[src/rtl/mem_port_arbiter.sv]
// Two-master round-robin arbiter in front of a single-port memory macro.
// Each access runs to completion: a write takes one cycle; a read holds the address for RD_LAT edges.
module mem_port_arbiter #(
  parameter int ADDR_WIDTH = 6,
  parameter int DATA_WIDTH = 16,
  parameter int RD_LAT     = 2
) (
  input  logic                  clk,
  input  logic                  rst_n,
  input  logic                  m0_req,
  input  logic                  m0_we,
  input  logic [ADDR_WIDTH-1:0] m0_addr,
  input  logic [DATA_WIDTH-1:0] m0_wdata,
  output logic                  m0_gnt,
  output logic                  m0_done,
  output logic [DATA_WIDTH-1:0] m0_rdata,
  input  logic                  m1_req,
  input  logic                  m1_we,
  input  logic [ADDR_WIDTH-1:0] m1_addr,
  input  logic [DATA_WIDTH-1:0] m1_wdata,
  output logic                  m1_gnt,
  output logic                  m1_done,
  output logic [DATA_WIDTH-1:0] m1_rdata,
  output logic                  mem_we,
  output logic [ADDR_WIDTH-1:0] mem_addr,
  output logic [DATA_WIDTH-1:0] mem_wdata,
  input  logic [DATA_WIDTH-1:0] mem_rdata,
  output logic                  busy
);

  localparam logic [3:0] LAT = 4'(RD_LAT);

  typedef enum logic [1:0] {IDLE, WRITE, READ} state_e;

  typedef struct packed {
    logic                  we;
    logic [ADDR_WIDTH-1:0] addr;
    logic [DATA_WIDTH-1:0] wdata;
  } acc_t;

  state_e                       state_q, state_d;
  logic                         last_q, last_d;
  logic                         owner_q, owner_d;
  logic [3:0]                   cnt_q, cnt_d;
  acc_t                         acc_q, acc_d;
  logic [1:0]                   done_q, done_d;
  logic [1:0][DATA_WIDTH-1:0]   rdata_q, rdata_d;

  logic [1:0] req;
  logic [1:0] gnt;
  logic       sel;
  acc_t [1:0] in_acc;

  assign req       = {m1_req, m0_req};
  assign in_acc[0] = {m0_we, m0_addr, m0_wdata};
  assign in_acc[1] = {m1_we, m1_addr, m1_wdata};

  // A lone requester always wins; on a tie the port not served last wins.
  always_comb begin
    gnt = 2'b00;
    sel = 1'b0;
    if (state_q == IDLE) begin
      sel = (req == 2'b11) ? ~last_q : req[1];
      if (|req) gnt = sel ? 2'b10 : 2'b01;
    end
  end

  always_comb begin
    state_d = state_q;
    last_d  = last_q;
    owner_d = owner_q;
    cnt_d   = cnt_q;
    acc_d   = acc_q;
    done_d  = 2'b00;
    rdata_d = rdata_q;
    case (state_q)
      IDLE: begin
        if (|req) begin
          owner_d = sel;
          last_d  = sel;
          acc_d   = in_acc[sel];
          cnt_d   = 4'd1;
          state_d = in_acc[sel].we ? WRITE : READ;
        end
      end
      WRITE: begin
        done_d[owner_q] = 1'b1;
        state_d         = IDLE;
      end
      READ: begin
        if (cnt_q == LAT) begin
          rdata_d[owner_q] = mem_rdata;
          done_d[owner_q]  = 1'b1;
          state_d          = IDLE;
        end else begin
          cnt_d = cnt_q + 4'd1;
        end
      end
      default: state_d = IDLE;
    endcase
  end

  always_ff @(posedge clk or negedge rst_n) begin
    if (!rst_n) begin
      state_q <= IDLE;
      last_q  <= 1'b1;
      owner_q <= 1'b0;
      cnt_q   <= '0;
      acc_q   <= '0;
      done_q  <= '0;
      rdata_q <= '0;
    end else begin
      state_q <= state_d;
      last_q  <= last_d;
      owner_q <= owner_d;
      cnt_q   <= cnt_d;
      acc_q   <= acc_d;
      done_q  <= done_d;
      rdata_q <= rdata_d;
    end
  end

  assign m0_gnt    = gnt[0];
  assign m1_gnt    = gnt[1];
  assign m0_done   = done_q[0];
  assign m1_done   = done_q[1];
  assign m0_rdata  = rdata_q[0];
  assign m1_rdata  = rdata_q[1];
  // mem_we follows the state so it drops the instant reset asserts.
  assign mem_we    = (state_q == WRITE);
  assign mem_addr  = acc_q.addr;
  assign mem_wdata = acc_q.wdata;
  assign busy      = (state_q != IDLE);

endmodule

[config.mk]
export PLATFORM = sky130hd
export DESIGN_NAME = mem_port_arbiter
export DESIGN_NICKNAME = d
export VERILOG_FILES = /design/src/rtl/mem_port_arbiter.sv
export SDC_FILE = /design/constraint.sdc
export NUM_CORES = 1
export LEC_CHECK = 0
export ABC_AREA = 1
export BUFFER_PORTS_ARGS = -buffer_cell sky130_fd_sc_hd__buf_2
export CORE_MARGIN = 4
export CORE_UTILIZATION = 30
export CTS_CLUSTER_SIZE = 10
export DETAILED_ROUTE_END_ITERATION = 7
export PLACE_DENSITY = 0.58
export SLEW_MARGIN = 20
export SYNTH_ARGS = -nofsm -noshare
export SYNTH_HDL_FRONTEND = slang
export SYNTH_SLANG_ARGS = --single-unit
[constraint.sdc]
create_clock -name clk -period 3.05 [get_ports clk]
set_input_delay 0 -clock clk [delete_from_list [all_inputs] [get_ports clk]]
set_output_delay 0 -clock clk [all_outputs]
set_load 0.01 [all_outputs]
==> After elaboration in Yosys (flattened, before gate mapping) <==
Index checks and enable logic that the tools add are counted.
{ "op_classes": {"add_sub_neg": 1, "n_mul": 0, "div": 0, "magnitude_cmp": 3, "eq_ne": 7, "shift": 0, "mux": 21, "n_bitwise": 1, "n_reduce_logical": 9} }
{ "ops": {"columns": ["op", "count"], "rows": [
  ["two-way mux 23 bit", 2],
  ["bitwise mux 32 bit", 1],
  ["demux 16 bit (select 1 bit)", 1],
  ["two-way mux 16 bit", 1],
  ["two-way mux 2 bit", 7],
  ["two-way mux 4 bit", 2],
  ["one-hot mux 2 bit (2 select lines)", 2],
  ["one-hot mux 4 bit (2 select lines)", 1],
  ["AND reduction 2 bit", 3],
  ["adder 4 x 1 -> 4 bit (second input constant)", 1],
  ["== test 2 bit (second input constant)", 2],
  ["== test 4 x 2 -> 1 bit (second input constant)", 1],
  ["less-than comparator 1 x 2 -> 1 bit (second input constant)", 2],
  ["inequality test 2 bit (second input constant)", 2],
  ["nonzero test 2 bit", 2],
  ["two-way mux 1 bit", 3],
  ["AND reduction 3 bit", 1],
  ["== test 2 x 1 -> 1 bit (second input constant)", 1],
  ["zero test 2 bit", 1],
  ["inequality test 2 x 1 -> 1 bit (second input constant)", 1],
  ["OR reduction 2 bit", 1],
  ["demux 1 bit (select 1 bit)", 1],
  ["greater-or-equal comparator 1 bit (second input constant)", 1],
  ["logical AND 1 bit", 1],
  ["inverter 1 bit", 1]
]} }
{ "word_totals": {"ff_bits": 64, "latchBits": 0, "mem_bits_rw": 0, "rom_bits": 0, "inputBits": 66, "output_inout_bits": 60, "wordCells": 51, "mem_count": 0} }

==> Longest topological paths before layout <==
{ "depth": {"word_depth": 8, "depth_mapped": 9, "depth_no_buf": 8} }

==> Worst setup path after synthesis <==
Ideal clock, no wire load.
{ "synth_timing": {"kind": "register -> register", "startpoint": "reg state_q[0]", "endpoint": "reg acc_q, in the netlist mem_addr[5]", "arrival_time_ns": 1.225, "setup_slack_ns": 1.701, "path_stages_with_launch": 9, "n_path_buf": 2, "cell_sequence": "dfrtp_1 > inv_1 > ha_1 > buf_4 > inv_2 > nor2_8 > buf_2 > o211ai_1 > nand2_1"} }
{ "synth_via": {"elab_chain_len": 4, "elab_cells_between_ends": 5, "classes_between": "3 x mux; 2 x reduce/logical"} }
{ "synth_rtl": {"columns": ["element", "line", "rtl"], "rows": [
  ["start: declaration", "41", "state_e state_q, state_d;"],
  ["start signal: assignment", "113", "state_q <= state_d;"],
  ["zero test 2 bit *", "62, 76", null],
  ["two-way mux 1 bit", "62", "if (state_q == IDLE) begin"],
  ["two-way mux 23 bit (2 in a row)", null, null],
  ["end signal: assignment", "109", "acc_q <= '0;"],
  ["end signal: assignment", "117", "acc_q <= acc_d;"],
  ["end: declaration", "45", "acc_t acc_q, acc_d;"]
]} }
Mark *: on every way between the ends. The rest lies on a longest branch, timed or not. The select of a mux whose other input is x is not followed.
A chain may end at the register's enable or synchronous reset.

==> Worst setup path after layout <==
{ "layout_timing": {"startpoint": "reg state_q[1]", "endpoint": "reg acc_q, in the netlist mem_addr[5]"} }
Same word-level chain as after synthesis.

==> results.txt <==
Result of the run: finished, final reports clean
Routed length on met3: 319 um
Final-layout fill cell count: 959
Sequential Power Share: 36.5%
Clock share of power: 22.3%
Adder and majority gate portion of the synthesized area: 2.01%
Highest fanout seen on the critical path: 26
Share of the yosys chip area belonging to registers: 51.4%
Total global routing track utilization: 14.5%
Share of the synthesized netlist area taken by xor and xnor gates: 0.281%
Cell area reported after detailed placement: 3770 sq um
Routed len/inst: 12.6 um
Combinational family with the most area after synthesis: simple AND/OR/NAND/NOR gates
Combinational share of power: 41.2%
Final std cell area, no fill: 4610 sq um
Routed wl met2: 4.29 mm
Wire length of the first global-routing pass: 13.7 mm
Peak Freq: 453 MHz
Worst clock skew on the final layout: 0.0108 ns
Maximum number of pins on one net before global-route repair: 41
Power per cell area: 825 nW/um^2
Count of cells resized by post-cts repair: 0
Placed instance count: 588
PnR Total Power: 3.81 mW
Clk_lat worst skew: 0.33 ns
Count of flip-flops with a built-in enable after synthesis: 0
Max_cap viols: 0
Number of CTS-inserted buffers: 9
Area taken by multi-input logic gates: 1180 sq um
TritonCTS sink count: 64
Post-CTS setup repair buffer count: 0
Layout cells sized above 1: 35.2%
Die ar.: 12100 sq um
Boundary Pins: 126
Final ANT Viol Nets: 0
Inserted Diodes: 0
Number of standard cells in the final layout excluding fillers: 664
Maximum VDD drop: 315 uV
Highest metal used: met4
Post-synthesis mux area share: 0%
Clock transition at the registers of the reported paths: 0.07 ns
Overall overflow remaining after global route: 0
M1 wire length: 3.42 mm
Post-Route Utilization: 46.3%
Leakage component of the power: 2.46 nW
CTS tree: yes
Floorplan row count: 36
Final net count: 597
Flip-flop cell with the highest count after synthesis: sky130_fd_sc_hd__dfrtp_1
Pre-Repair DR Iteration Count: 4
Kind of end point of the critical path: flop
Placer congestion estimate: 0.813
Total wirelength of the detailed-routed design: 8.36 mm
Min-delay worst type: input port to flop
Unrepaired setup endpoints after global routing: no
Basic-gate share of the synthesized area counting and, or, nand and nor cells: 20.0%
Cell area after synthesis: 3120 sq um
Final Max Tran Viols: 0
Count of input and output buffers: 125
Synthesized area divided by synthesized cell count: 9.03 sq um
Fraction of the cycle the final worst path needs: 72.4%
Total area of sequential cells: 1600 sq um
Antenna violations before repair: 0
Root buf cell: sky130_fd_sc_hd__clkbuf_8
Number of H-tree levels: 3
Net switching component of the power: 1.42 mW
Syn Nets: 416
Switching Share: 37.3%
Arrival time of the worst setup path: 2.47 ns
Final count of hold timing violations: 0
Synthesized-area fraction occupied by ao, oa, aoi and oai cells: 15.7%
Number of buffers on the longest clock path: 2
Area inside the core boundary: 9950 sq um
Floorplan die height: 110 um
CP startpoint kind: flop
Internal Pwr Total: 2.39 mW
Vias in the first global route: 2947
Floorplan die width: 110 um
Sum Neg Setup Slack: 0 ns
Data required time at the worst endpoint: 3.31 ns
Remaining routing DRC violations: 0
Time the final worst path needs with I/O delays and setup: 2.21 ns
Remaining max-slew budget at the tightest pin: 37.9%
Total number of vias: 2847
Total of endpoints with negative setup slack in the final report: 0
Distinct cell type count after synthesis: 25
DP HPWL: 5.63 mm
Post-CTS Hold Fix Bufs: 60
Cells after synthesis: 345
Yosys synthesis warning count: 0
Proportion of synthesized flip-flops having asynchronous set or reset: 100%
Violation count after the first detailed-route iteration: 84
Layout overhead on the synthesized area: 48.0%
Type of the worst setup path: flop to flop
Mean number of vias per cell: 4.29
Transition at the pin with the smallest max-transition slack: 0.931 ns
Initial Util: 31.3%
Register bit count reported by yosys: 64
[layout by cell type, fill, tap and decap left out]
cell type                       Yosys  routed
sky130_fd_sc_hd__nand2_1          129     129
sky130_fd_sc_hd__buf_2              4     125
sky130_fd_sc_hd__dfrtp_1           63      63
sky130_fd_sc_hd__dlygate4sd3_1      0      60
sky130_fd_sc_hd__inv_1             47      47
sky130_fd_sc_hd__o21ai_2           33      33
sky130_fd_sc_hd__o211ai_1          22      22
sky130_fd_sc_hd__clkbuf_8           0      11
sky130_fd_sc_hd__nor2_1             6       6
sky130_fd_sc_hd__ha_1               5       5
sky130_fd_sc_hd__inv_2              3       3
sky130_fd_sc_hd__a21oi_1            3       3
sky130_fd_sc_hd__nand4_1            3       3
sky130_fd_sc_hd__o21ai_0            3       3
sky130_fd_sc_hd__nand2_4            2       2
sky130_fd_sc_hd__inv_6              0       2
sky130_fd_sc_hd__bufinv_16          0       2
sky130_fd_sc_hd__nor2_2             1       1
sky130_fd_sc_hd__nand3_2            1       1
sky130_fd_sc_hd__nand2_2            1       1
sky130_fd_sc_hd__nand3_4            1       1
sky130_fd_sc_hd__nor2_4             1       1
sky130_fd_sc_hd__nor2_8             1       1
sky130_fd_sc_hd__o21ai_1            1       1
sky130_fd_sc_hd__xnor2_1            1       1
sky130_fd_sc_hd__nand3_1            1       1
sky130_fd_sc_hd__clkinvlp_4         0       1
sky130_fd_sc_hd__dfstp_2            1       1
sky130_fd_sc_hd__buf_4              4       1
[layout make-up]
class / instances / area share (%)
clock buffers: 11 / 3.28
clock inverters: 5 / 1.84
inverters: 50 / 4.07
multi-input cells: 215 / 25.7
flip-flops and latches: 64 / 34.8
well taps: 133 / 3.61
repair buffers: 186 / 26.7
[state kept, by name, indices dropped and copies added (netlist names)]
signal and count:
state_q 2, mem_wdata 16, m0_rdata 16, owner_q 1, mem_addr 6, done_q 2
m1_rdata 16, cnt_q 4, last_q 1
[synth_stat cells (2+ instances only)]
cell type / n / share of area (%)
sky130_fd_sc_hd__buf_4: 4 / 0.96
sky130_fd_sc_hd__buf_6: 8 / 2.9
sky130_fd_sc_hd__buf_2: 4 / 0.64
sky130_fd_sc_hd__ha_1: 5 / 2.0
sky130_fd_sc_hd__o211ai_1: 22 / 5.3
sky130_fd_sc_hd__dfrtp_1: 63 / 51
sky130_fd_sc_hd__inv_2: 3 / 0.36
sky130_fd_sc_hd__inv_1: 47 / 5.7
sky130_fd_sc_hd__nor2_1: 6 / 0.72
sky130_fd_sc_hd__a21oi_1: 3 / 0.48
sky130_fd_sc_hd__o21ai_2: 33 / 9.3
sky130_fd_sc_hd__nand2_1: 129 / 16
sky130_fd_sc_hd__nand2_4: 2 / 0.72
sky130_fd_sc_hd__o21ai_0: 3 / 0.48
sky130_fd_sc_hd__nand4_1: 3 / 0.60
[final timing paths]
kind | to | slack [ns] | startpoint | cells after the start
worst max-delay path | mem_addr[5] | 0.84 | state_q[1] | 7
worst min-delay path | mem_addr[2] | 0.03 | m0_addr[2] | 5
worst max register to register | mem_addr[5] | 0.84 | state_q[1] | 7
worst min register to register | last_q | 0.47 | last_q | 2
max in group asynchronous | m1_rdata[11] | 1.80 | rst_n | 3
min in group asynchronous | mem_wdata[1] | 0.34 | rst_n | 2
[cell families after synthesis]
group / count (synthesis)
adders and majority gates: 5
AOI/OAI and AO/OA: 62
DFF: 64
buffers and inverters: 66
xor gates and xnor gates: 1
and+or+nand+nor: 147
[worst max-delay path, cell delays in order (launching register included)]
cell,delay (ns)
sky130_fd_sc_hd__dfrtp_1,0.40
sky130_fd_sc_hd__inv_1,0.09
sky130_fd_sc_hd__ha_1,0.37
sky130_fd_sc_hd__inv_2,0.12
sky130_fd_sc_hd__nor2_8,0.34
sky130_fd_sc_hd__o211ai_1,0.16
sky130_fd_sc_hd__dlygate4sd3_1,0.60
sky130_fd_sc_hd__nand2_1,0.06
[metal layers]
layer | GRT usage, % | vias up
li1 | - | 1441
met1 | 17.0 | 1308
met2 | 24.6 | 72
met3 | 3.11 | 26
met4 | 8.01 | 0
met5 | 0 | -
[power groups by stage]
stage	clock (mW)	sequential [mW]	combinational [mW]
after detailed placement	0	1.40	1.43
after floorplan	0	1.53	0.768
after global placement	0	1.40	1.40
after CTS	0.885	1.39	1.59
final	0.848	1.39	1.57
after global routing	0.922	1.43	1.77
[per-stage QoR]
stage          hold WS [ns]  worst slack [ns]
2_1_floorplan        -0.296              1.70
3_3_place_gp          0.184              1.34
3_5_place_dp          0.187              1.26
4_1_cts             0.00424             0.866
5_1_grt              0.0648             0.713
6_report             0.0346             0.842
No activity file was read; power rests on OpenSTA's default activity.
